File: config.mk
export PLATFORM = sky130hd
export DESIGN_NAME = imem_arbiter
export DESIGN_NICKNAME = d
export VERILOG_FILES = /design/src/rtl/imem_arbiter.sv
export SDC_FILE = /design/constraint.sdc
export NUM_CORES = 1
export LEC_CHECK = 0
export ABC_AREA = 1
export CAP_MARGIN = 40
export CORE_MARGIN = 1.5
export CORE_UTILIZATION = 31
export CTS_BUF_LIST = sky130_fd_sc_hd__clkbuf_4 sky130_fd_sc_hd__clkbuf_8
export CTS_CLUSTER_DIAMETER = 80
export DETAILED_ROUTE_END_ITERATION = 6
export MAX_ROUTING_LAYER = met4
export PLACE_DENSITY = 0.84
export SLEW_MARGIN = 40
export SYNTH_ARGS = -nofsm -noshare
export SYNTH_HDL_FRONTEND = slang
export SYNTH_SLANG_ARGS = --single-unit
export TNS_END_PERCENT = 30
File: constraint.sdc
create_clock -name clk -period 2.6 [get_ports clk]
set_clock_uncertainty 0.1 [all_clocks]
set_input_delay 0.52 -clock clk [delete_from_list [all_inputs] [get_ports clk]]
set_output_delay 0.52 -clock clk [all_outputs]
set_load 0.01 [all_outputs]
File: src/rtl/imem_arbiter.sv
// Two-port arbiter sharing the imem request/response channel. Responses are routed back through an in-order owner FIFO.
// Zero-latency pass-through; per-port flush drops in-flight responses. Round-robin when IMEM_ARB_RR_EN is defined, else port 0 priority.
module imem_arbiter #(
    parameter int MAX_OUTSTANDING = 4
) (
    input  logic        clk,
    input  logic        rst,
    input  logic        m0_req_valid,
    output logic        m0_req_ready,
    input  logic [31:0] m0_req_addr,
    output logic        m0_resp_valid,
    input  logic        m0_resp_ready,
    output logic [31:0] m0_resp_inst,
    input  logic        m0_flush,
    input  logic        m1_req_valid,
    output logic        m1_req_ready,
    input  logic [31:0] m1_req_addr,
    output logic        m1_resp_valid,
    input  logic        m1_resp_ready,
    output logic [31:0] m1_resp_inst,
    input  logic        m1_flush,
    output logic        imem_req_valid,
    input  logic        imem_req_ready,
    output logic [31:0] imem_req_addr,
    input  logic        imem_resp_valid,
    output logic        imem_resp_ready,
    input  logic [31:0] imem_resp_inst
);
    localparam int PW = (MAX_OUTSTANDING > 1) ? $clog2(MAX_OUTSTANDING) : 1;
    localparam int CW = $clog2(MAX_OUTSTANDING + 1);
    localparam logic [PW-1:0] PTR_LAST = PW'(MAX_OUTSTANDING - 1);
    localparam logic [CW-1:0] CNT_FULL = CW'(MAX_OUTSTANDING);

    logic [CW-1:0]              count_q;
    logic [PW-1:0]              wr_ptr_q;
    logic [PW-1:0]              rd_ptr_q;
    logic [MAX_OUTSTANDING-1:0] owner_q;
    logic [MAX_OUTSTANDING-1:0] drop_q;
    logic [MAX_OUTSTANDING-1:0] vld_q;
    logic                       lock_q;
    logic                       lock_grant_q;
    logic                       grant;
    logic                       full;
    logic                       req_fire;
    logic                       resp_fire;
    logic                       nonempty;
    logic                       head_owner;
    logic                       head_drop;

    function automatic logic [PW-1:0] ptr_next(input logic [PW-1:0] p);
        return (p == PTR_LAST) ? '0 : p + PW'(1);
    endfunction

`ifdef IMEM_ARB_RR_EN
    logic last_grant_q;

    always_comb begin
        grant = !m0_req_valid;
        if (lock_q)
            grant = lock_grant_q;
        else if (m0_req_valid && m1_req_valid)
            grant = !last_grant_q;
    end

    always_ff @(posedge clk) begin
        if (rst)
            last_grant_q <= 1'b1;
        else if (req_fire)
            last_grant_q <= grant;
    end
`else
    always_comb begin
        grant = lock_q ? lock_grant_q : !m0_req_valid;
    end
`endif

    assign full           = (count_q == CNT_FULL);
    assign imem_req_valid = !full && (m0_req_valid || m1_req_valid);
    assign imem_req_addr  = grant ? m1_req_addr : m0_req_addr;
    assign m0_req_ready   = !grant && imem_req_valid && imem_req_ready;
    assign m1_req_ready   =  grant && imem_req_valid && imem_req_ready;
    assign req_fire       = imem_req_valid && imem_req_ready;

    // A flush for the head's owner drops it this cycle, before the registered drop bit catches up.
    assign nonempty        = (count_q != '0);
    assign head_owner      = owner_q[rd_ptr_q];
    assign head_drop       = drop_q[rd_ptr_q] || (head_owner ? m1_flush : m0_flush);
    assign imem_resp_ready = nonempty && (head_drop || (head_owner ? m1_resp_ready : m0_resp_ready));
    assign m0_resp_valid   = nonempty && !head_drop && !head_owner && imem_resp_valid;
    assign m1_resp_valid   = nonempty && !head_drop &&  head_owner && imem_resp_valid;
    assign m0_resp_inst    = imem_resp_inst;
    assign m1_resp_inst    = imem_resp_inst;
    assign resp_fire       = imem_resp_valid && imem_resp_ready;

    // The grant is frozen while a presented request waits, keeping addr stable until it fires.
    always_ff @(posedge clk) begin
        if (rst) begin
            lock_q       <= 1'b0;
            lock_grant_q <= 1'b0;
        end else if (req_fire) begin
            lock_q <= 1'b0;
        end else if (imem_req_valid) begin
            lock_q       <= 1'b1;
            lock_grant_q <= grant;
        end
    end

    always_ff @(posedge clk) begin
        if (rst) begin
            count_q  <= '0;
            wr_ptr_q <= '0;
            rd_ptr_q <= '0;
            owner_q  <= '0;
            drop_q   <= '0;
            vld_q    <= '0;
        end else begin
            for (int i = 0; i < MAX_OUTSTANDING; i++) begin
                if (vld_q[i] && (owner_q[i] ? m1_flush : m0_flush))
                    drop_q[i] <= 1'b1;
            end
            if (resp_fire) begin
                vld_q[rd_ptr_q] <= 1'b0;
                rd_ptr_q        <= ptr_next(rd_ptr_q);
            end
            // A request fired in its own port's flush cycle is live, so push wins over flush marking.
            if (req_fire) begin
                owner_q[wr_ptr_q] <= grant;
                drop_q[wr_ptr_q]  <= 1'b0;
                vld_q[wr_ptr_q]   <= 1'b1;
                wr_ptr_q          <= ptr_next(wr_ptr_q);
            end
            if (req_fire && !resp_fire)
                count_q <= count_q + CW'(1);
            else if (!req_fire && resp_fire)
                count_q <= count_q - CW'(1);
        end
    end

    resp_without_request: assert property (@(posedge clk) disable iff (rst) !(imem_resp_valid && !nonempty));
endmodule
==> results of run 1 <==
-- how the worst max path moves through the flow --
stage | start | endpoint | slack [ns]
6_report | m0_req_valid | imem_req_addr[2] | 0.06
5_1_grt | m0_req_valid | imem_req_addr[29] | 0.005
4_1_cts | rd_ptr_q[0]$_SDFFE_PP0N_ | m0_resp_valid | 0.006
3_5_place_dp | m0_req_valid | imem_req_addr[9] | -0.20
3_3_place_gp | m0_req_valid | imem_req_addr[0] | -0.20
2_1_floorplan | rd_ptr_q[0]$_SDFFE_PP0N_ | count_q[2]$_SDFFE_PP0P_ | 0.34
-- through the flow --
step | utilization [%] | TNS, ns | instance area, um2 | cells | total power, mW
floorplan | - | 0 | 2096 | 329 | 1.137
global placement | 44.65 | -5.996 | 2884 | 456 | 1.531
detailed placement | 44.65 | -5.827 | 2884 | 456 | 1.558
CTS | 45.35 | 0 | 2929 | 461 | 1.732
global route | 45.68 | 0 | 2950 | 461 | 1.888
finish | 45.68 | 0 | 2950 | 461 | 1.725
-- sequential cells by signal, summed over array words and instances, names as in the netlist --
name / count
drop_q: 4
vld_q: 4
owner_q: 4
lock_q: 1
rd_ptr_q: 2
wr_ptr_q: 2
lock_grant_q: 1
count_q: 3
-- cells in the mapped netlist --
cell type / n / area [um2]
buf_6: 2 / 22.52
inv_1: 15 / 56.30
nand2_1: 124 / 465.5
nor2_2: 1 / 6.260
o21ai_1: 7 / 35.03
inv_8: 1 / 11.26
nor2_4: 2 / 22.52
buf_2: 1 / 5.000
nor3_1: 1 / 5.000
dfxtp_1: 21 / 420.4
nand3_2: 4 / 40.04
xor2_1: 1 / 8.760
ha_1: 9 / 112.6
inv_2: 3 / 11.26
nand3_1: 10 / 50.05
nand2_4: 4 / 45.04
buf_4: 64 / 480.5
a21oi_1: 15 / 75.07
nand4_1: 1 / 6.260
o21ai_0: 11 / 55.05
nand2_2: 7 / 43.79
or2_1: 1 / 6.260
o21ai_2: 1 / 8.760
clkbuf_1: 5 / 18.77
nor2_1: 17 / 63.81
fa_1: 1 / 20.02
-- final cells by class --
cell class / instances / area (um2) / share of cell area [%]
multi-input combinational: 217 / 1089 / 36.90
sequential: 21 / 425.4 / 14.42
inverter: 19 / 81.33 / 2.757
tap: 77 / 96.34 / 3.265
timing repair buffer: 123 / 1212 / 41.09
clock buffer: 3 / 41.29 / 1.399
clock inverter: 1 / 5.005 / 0.1696
-- report_power, final --
| group | internal [mW] | leakage (nW) | switching (mW) |
|---|---|---|---|
| Combinational | 0.507 | 1.25 | 0.547 |
| Clock | 0.107 | 0.0255 | 0.103 |
| Sequential | 0.387 | 0.173 | 0.0750 |
| Total | 1.00 | 1.44 | 0.725 |
-- logic make-up (layout without fill, tap and decap cells) --
group / after synthesis / in the layout / synth area share, %
fa+ha+maj: 10 / 10 / 6.328
xor+xnor: 1 / 1 / 0.4180
flops: 21 / 21 / 20.06
buf+inv: 91 / 146 / 28.90
simple gates: 172 / 172 / 36.00
compound gates: 34 / 34 / 8.298
-- per-layer routing --
layer	vias up	GRT usage, %
met5	-	-
met4	0	3.279
met3	2	3.599
met2	107	28.35
met1	901	20.08
li1	1065	-
-- critical path: stages --
cell,delay [ns]
clkdlybuf4s50_1,0.41
or2_4,0.26
nand2_8,0.10
inv_4,0.06
buf_12,0.15
nand2_1,0.07
nand2_1,0.05
dlygate4sd2_1,0.28
-- what timing repair did --
item	CTS	global route
endpoints found under the setup margin	37	36
gates cloned	1	0
buffers inserted	0	0
resized for setup	40	8
pin swaps	1	1
hold buffers	0	0
hold endpoints to repair	0	0
==> impl_metrics.csv, run 1 <==
group,metric,value,unit
status,outcome,"complete, but fails checks",
status,failed_checks,"DRC",
route,viasPerCell,4.501,
die,dieArea,0.007262,mm2
route,routed_wl,6.060,mm
route,drc_errors,5,
setup_path,worstReg2RegEnd,"count_q[2]$_SDFFE_PP0P_",
placed_design,dp_hpwl,4.866,mm
final_layout,drive_gt1_share,11.20,%
timing,min_period,2.536,ns
yosys,ys_warn_count,0,
global_routing,grt_pass1_wl,9.473,mm
power_and_ir_drop,powerDensity,584.8,mW/mm2
run,drv_cap,0,
setup_path,rr_worst_depth,15,
global_routing,first_global_vias,2019,
route,dr_wl_met3,409,um
timing,setup_slack,0.06358,ns
setup_path,cp-start-kind,"primary input",
final_layout,n_fill_cell,658,
yosys,avgSynthCellArea,6.370,um2
route,drtPass1Iterations,6,
final_layout,final_cell_mix,"123 x nand2_1, 74 x clkdlybuf4s50_1, 33 x dlygate4sd2_1",
clock_tree,cts_root_buf,"clkbuf_8",
clock_tree,clk_latency,0.26,ns
clock_tree,clockBufferDepth,2,
yosys,synth_area,0.002096,mm2
setup_path,cp.arrival,1.92,ns
timing,min_period_over_period,97.55,%
die,rows,29,
setup_path,r2r_start,"rd_ptr_q[0]$_SDFFE_PP0N_",
final_layout,diodes,0,
clock_tree,cts-htree-levels,1,
route,wl_per_cell,13.15,um
setup_path,cp_max_fo,23,
hold_path,min_path_type,"reg2reg",
route,met2_length,3.022,mm
global_routing,grt_overflow,0,
hold_path,min_from,"vld_q[1]$_SDFF_PP0_",
route,antenna_left,0,
final_layout,syn_to_final_growth,40.78,%
placed_design,dp_slack,-0.2013,ns
route,drt-initial-drc-count,162,
setup_path,crit_required,1.98,ns
hold_path,whs_endpoint,"vld_q[1]$_SDFF_PP0_",
global_routing,grt_antenna_before_repair,0,
clock_tree,cts_num_sinks,21,
setup_path,path_class,"in2out",
timing,tightest_slew,0.4633,ns
yosys,syn_nets,445,
timing,fin_hold_ws,0.3651,ns
global_routing,grt_max_degree,24,
route,top_layer,"met4",
final_layout,nets,501,
die,die_h,85.22,um
die,coreArea,0.006459,mm2
yosys,yosys_register_bits,21,
timing,rsz0062_at_grt,"no",
route,vias,2075,
timing,setup_viol,0,
timing,max-slew-margin-rel,69.08,%
global_routing,track_usage,16.58,%
clock_tree,tritoncts,"yes",
placed_design,gp_congestion,0.8533,
yosys,synthCells,329,
setup_path,reg2reg_slack,0.30,ns
die,pin_count,208,
hold_path,hold_depth,2,
yosys,yosysSeqAreaShare,20.06,%
placed_design,io_buffers,111,
route,met1Wirelength,2.598,mm
power_and_ir_drop,vdd_drop_max,0.0002053,V
clock_tree,cts.clk_slew.worst_paths,0.07,ns
yosys,ys_types,26,
timing,hold_violations,0,
power_and_ir_drop,p_leak,1.445,nW
clock_tree,cts_made_buffers,3,
die,initial_core_util,32.45,%
timing,max_freq,394.3,MHz
die,die_w,85.22,um
setup_path,cp-end-kind,"primary output",
final_layout,final_common_cell,"nand2_1",
timing,slew_viol_final,0,
Note: power is estimated with default switching activity, not from simulation.
==> run 2, diff against run 1 <==
- CORE_UTILIZATION: 31 -> 25
- PLACE_DENSITY: 0.84 -> 0.7
- REMOVE_ABC_BUFFERS: unset -> 1
==> impl_metrics.csv, run 2 (synthesis results as in run 1) <==
group,metric,value,unit
status,outcome,"complete, no violations",
route,drt-initial-drc-count,84,
global_routing,grt_antenna_before_repair,0,
clock_tree,cts_hold_buf,0,
setup_path,cp_max_fo,32,
power_and_ir_drop,p_seq_share,26.6,%
clock_tree,cts_root_buf,"clkbuf_8",
power_and_ir_drop,power.net_switching,726.6,uW
timing,max-slew-margin-rel,68.70,%
die,rows,33,
route,drc_errors,0,
global_routing,grt_pass1_wl,11.51,mm
setup_path,crit_required,1.98,ns
final_layout,final_common_cell,"nand2_1",
power_and_ir_drop,powerDensity,581.5,mW/mm2
route,viasPerCell,4.529,
power_and_ir_drop,comb_power_share,61.1,%
timing,rsz0062_at_grt,"yes",
clock_tree,cts_made_buffers,3,
power_and_ir_drop,p_sw_share,42.08,%
placed_design,place_area,0.002934,mm2
clock_tree,postCtsSetupBuffers,0,
die,die_h,94.56,um
die,dieArea,0.008942,mm2
clock_tree,cts_num_sinks,21,
clock_tree,cts.clk_slew.worst_paths,0.07,ns
clock_tree,clockBufferDepth,2,
die,initial_core_util,25.64,%
hold_path,min_path_type,"reg2reg",
timing,setup_slack,0.04495,ns
clock_tree,cts-htree-levels,1,
setup_path,cp-start-kind,"primary input",
final_layout,final_area,0.002969,mm2
final_layout,utilization,36.32,%
timing,slew_viol_final,0,
final_layout,drive_gt1_share,11.43,%
power_and_ir_drop,p_int,1.000,mW
clock_tree,tritoncts,"yes",
placed_design,dp_slack,-0.2647,ns
global_routing,first_global_vias,2172,
timing,tightest_slew,0.4690,ns
route,antenna_left,0,
setup_path,path_class,"in2out",
route,vias,2219,
timing,hold_violations,0,
route,drtPass1Iterations,4,
global_routing,track_usage,17.74,%
clock_tree,clk_latency,0.26,ns
placed_design,dp_hpwl,6.667,mm
final_layout,syn_to_final_growth,41.67,%
placed_design,gp_congestion,0.8197,
final_layout,diodes,0,
final_layout,nets,502,
timing,setup_viol,0,
route,wl_per_cell,16.13,um
power_and_ir_drop,p_leak,1.397,nW
power_and_ir_drop,p_clk_share,12.3,%
die,pin_count,208,
setup_path,cp-end-kind,"primary output",
timing,min_period_over_period,98.27,%
global_routing,grt_max_degree,33,
final_layout,n_fill_cell,895,
run,drv_cap,0,
die,coreArea,0.008175,mm2
route,routed_wl,7.903,mm
placed_design,io_buffers,111,
global_routing,grt_overflow,0,
setup_path,cp.arrival,1.94,ns
power_and_ir_drop,vdd_drop_max,0.0001896,V
timing,min_period,2.555,ns
final_layout,final_cell_mix,"123 x nand2_1, 75 x clkdlybuf4s50_1, 19 x dfxtp_1, 19 x dlygate4sd2_1",
timing,max_freq,391.4,MHz
final_layout,largestRegisters,"drop_q (4), owner_q (4), vld_q (4)",
die,die_w,94.56,um
## run 2: cell count changes in the layout (fill, tap and decap cells not counted), sizes merged
cell | before | now
clkdlybuf4s15 | 1 | 16
dlygate4sd2 | 33 | 19
dlymetal6s2s | 3 | 1
buf | 12 | 13
clkdlybuf4s50 | 74 | 75
## run 2: power groups by stage
stage	registers, mW	clock network, mW	logic (mW)
after floorplan	0.449	0	0.563
after global placement	0.458	0	1.10
after detailed placement	0.461	0	1.12
after CTS	0.457	0.219	1.06
after global routing	0.469	0.233	1.18
final	0.459	0.213	1.05
## run 2: worst paths after layout
check                            end  depth (start not counted)  slack (ns)                      from
min              vld_q[2]$_SDFF_PP0_                          2        0.37       vld_q[2]$_SDFF_PP0_
max                 imem_req_addr[3]                          8        0.04              m0_req_valid
max reg2reg  count_q[2]$_SDFFE_PP0P_                         15        0.23  rd_ptr_q[0]$_SDFFE_PP0N_
min reg2reg      vld_q[2]$_SDFF_PP0_                          2        0.37       vld_q[2]$_SDFF_PP0_
## run 2: stage by stage
| step | setup TNS, ns | cells | power (mW) | hold slack [ns] |
|---|---|---|---|---|
| finish | 0 | 490 | 1.727 | 0.3653 |
| global route | -0.005951 | 490 | 1.877 | 0.3912 |
| CTS | -0.1710 | 490 | 1.733 | 0.3673 |
| detailed placement | -7.736 | 486 | 1.582 | 0.3591 |
| global placement | -7.582 | 486 | 1.555 | 0.3522 |
| floorplan | 0 | 257 | 1.012 | 0.3331 |
## run 2: repair_timing
item / in CTS / in global routing
setup endpoints to repair: 37 / 19
pin swaps: 0 / 0
resized for setup: 39 / 18
gates cloned: 0 / 0
## run 2: routing by layer
metal / share of wire, % / global-route usage [%] / vias up
met4: 0.43 / 1.866 / 0
met1: 40 / 20.44 / 995
met5: 0 / - / -
met3: 18 / 13.77 / 5
met2: 41 / 25.00 / 154
li1: - / - / 1065
## run 2: critical path, cell delays in order
cell             delay [ns]
clkdlybuf4s50_1        0.42
or2_1                  0.23
nand2_2                0.11
inv_2                  0.07
buf_12                 0.16
nand2_1                0.08
nand2_1                0.05
dlygate4sd2_1          0.28
## run 2: final cells by class
class,count,area [um2],share of cell area [%]
sequential,21,425.4,14.33
clock buffer,3,41.29,1.391
clock inverter,1,5.005,0.1686
inverter,19,78.83,2.655
multi-input combinational,217,1075,36.20
timing repair buffer,124,1212,40.83
tap,105,131.4,4.425
==> run 3, diff against run 2 <==
- CORE_UTILIZATION: 25 -> 31
- PLACE_DENSITY: 0.7 -> 0.84
==> impl_metrics.csv, run 3 (synthesis results as in run 1) <==
group,metric,value,unit
route,routed_wl,7.956,mm
placed_design,io_buffers,111,
power_and_ir_drop,powerDensity,583.9,mW/mm2
timing,rsz0062_at_grt,"yes",
clock_tree,cts-htree-levels,1,
clock_tree,clk_latency,0.26,ns
setup_path,timing.critical_path.buf_inv,4,
timing,min_period,2.564,ns
route,antenna_left,0,
route,wl_per_cell,17.15,um
final_layout,largestRegisters,"drop_q (4), owner_q (4), vld_q (4)",
die,pin_count,208,
route,drtPass1Iterations,7,
route,viasPerCell,4.724,
global_routing,grt_antenna_before_repair,0,
clock_tree,cts_num_sinks,21,
timing,setup_viol,0,
route,vias,2192,
setup_path,cp.arrival,1.94,ns
timing,max-slew-margin-rel,68.99,%
final_layout,n_fill_cell,661,
clock_tree,postCtsSetupBuffers,0,
setup_path,crit_required,1.98,ns
clock_tree,cts_root_buf,"clkbuf_8",
timing,max_freq,390.0,MHz
setup_path,cp_cell_sequence,"clkdlybuf4s50_1 -> or2_1 -> nand2_4 -> inv_4 -> clkbuf_16 -> nand2_1 -> nand2_1 -> dlygate4sd2_1",
die,die_h,85.22,um
clock_tree,tritoncts,"yes",
route,drc_errors,8,
global_routing,grt_pass1_wl,11.76,mm
timing,fin_hold_ws,0.3645,ns
timing,tightest_slew,0.4646,ns
power_and_ir_drop,p_leak,1.494,nW
global_routing,grt_overflow,0,
global_routing,first_global_vias,2215,
route,drt-initial-drc-count,100,
final_layout,multiInputGateArea,0.001077,mm2
final_layout,final_cell_mix,"123 x nand2_1, 75 x clkdlybuf4s50_1, 21 x clkdlybuf4s15_1",
run,drv_cap,0,
setup_path,cp_max_fo,16,
clock_tree,cts_made_buffers,3,
setup_path,path_class,"in2out",
status,outcome,"complete, but fails checks",
die,die_w,85.22,um
clock_tree,cts.clk_slew.worst_paths,0.07,ns
final_layout,final_common_cell,"nand2_1",
die,initial_core_util,32.45,%
placed_design,gp_congestion,0.9160,
setup_path,slowest_delay,0.42,ns
final_layout,syn_to_final_growth,43.88,%
timing,fin_setup_tns,0,ns
global_routing,grt_max_degree,33,
setup_path,cp-end-kind,"primary output",
global_routing,track_usage,22.06,%
status,failed_checks,"DRC",
final_layout,drive_gt1_share,11.63,%
die,coreArea,0.006459,mm2
setup_path,cp-start-kind,"primary input",
timing,min_period_over_period,98.63,%
setup_path,cpMostUsedCell,"nand2_1",
die,rows,29,
placed_design,dp_hpwl,6.775,mm
final_layout,diodes,0,
timing,slew_viol_final,0,
power_and_ir_drop,vdd_drop_max,0.0002131,V
die,dieArea,0.007262,mm2
hold_path,min_path_type,"reg2reg",
clock_tree,clockBufferDepth,2,
setup_path,critPathTopFamily,"buffers and inverters",
clock_tree,cts_hold_buf,0,
final_layout,regArea,425.4,um2
timing,hold_violations,0,
setup_path,slowest_stage,"clkdlybuf4s50_1",
final_layout,nets,504,
[run 3: changes by cell type in the layout (fill, tap and decap cells not counted), sizes merged]
cell,change
clkdlybuf4s15,+5
dlymetal6s2s,+9
buf,+1
clkbuf,+1
dlygate4sd2,-14
[run 3: worst paths after layout]
kind,startpoint,to,slack [ns],depth (start not counted)
setup / recovery,m0_req_valid,imem_req_addr[30],0.04,8
hold / removal,vld_q[2]$_SDFF_PP0_,vld_q[2]$_SDFF_PP0_,0.36,2
setup reg to reg,owner_q[2]$_SDFFE_PP0P_,count_q[2]$_SDFFE_PP0P_,0.30,15
hold reg to reg,vld_q[2]$_SDFF_PP0_,vld_q[2]$_SDFF_PP0_,0.36,2
[run 3: metrics by stage]
step,area [um2],power (mW),setup slack (ns),instances,util [%]
finish,3015,1.761,0.03569,464,46.69
global route,3015,1.917,-0.03543,464,46.69
CTS,2919,1.737,-0.1824,463,45.20
detailed placement,2887,1.558,-0.2565,458,44.69
global placement,2887,1.536,-0.2673,458,44.69
floorplan,1569,1.012,0.06210,257,-
[run 3: worst min-delay path, cell delays in order, from the launching register on]
cell     delay, ns
dfxtp_1       0.31
nand2_1       0.06
a21oi_1       0.05
[run 3: power by group]
group / total (mW) / leakage, nW / internal [mW] / switching, mW
logic: 1.09 / 1.30 / 0.539 / 0.550
clock network: 0.211 / 0.0255 / 0.107 / 0.104
registers: 0.461 / 0.173 / 0.387 / 0.0741
total: 1.76 / 1.49 / 1.03 / 0.728
[run 3: cell type report]
cell class / count / area share, %
Timing Repair Buffer: 126 / 42.74
Tap cell: 77 / 3.195
Clock inverter: 1 / 0.1660
Clock buffer: 3 / 1.369
Sequential cell: 21 / 14.11
Multi-Input combinational cell: 217 / 35.73
Inverter: 19 / 2.697
[run 3: timing repair]
item,in CTS,in global routing
endpoints found under the setup margin,37,33
resized for setup,31,37
pin swaps,0,1
gates cloned,1,1
[run 3: routing by layer]
layer	vias up	track usage, %	wire length, um
met5	-	-	0
met1	948	23.28	2950
met3	6	16.54	1477
met4	0	4.620	63
met2	168	33.12	3464
li1	1070	-	-
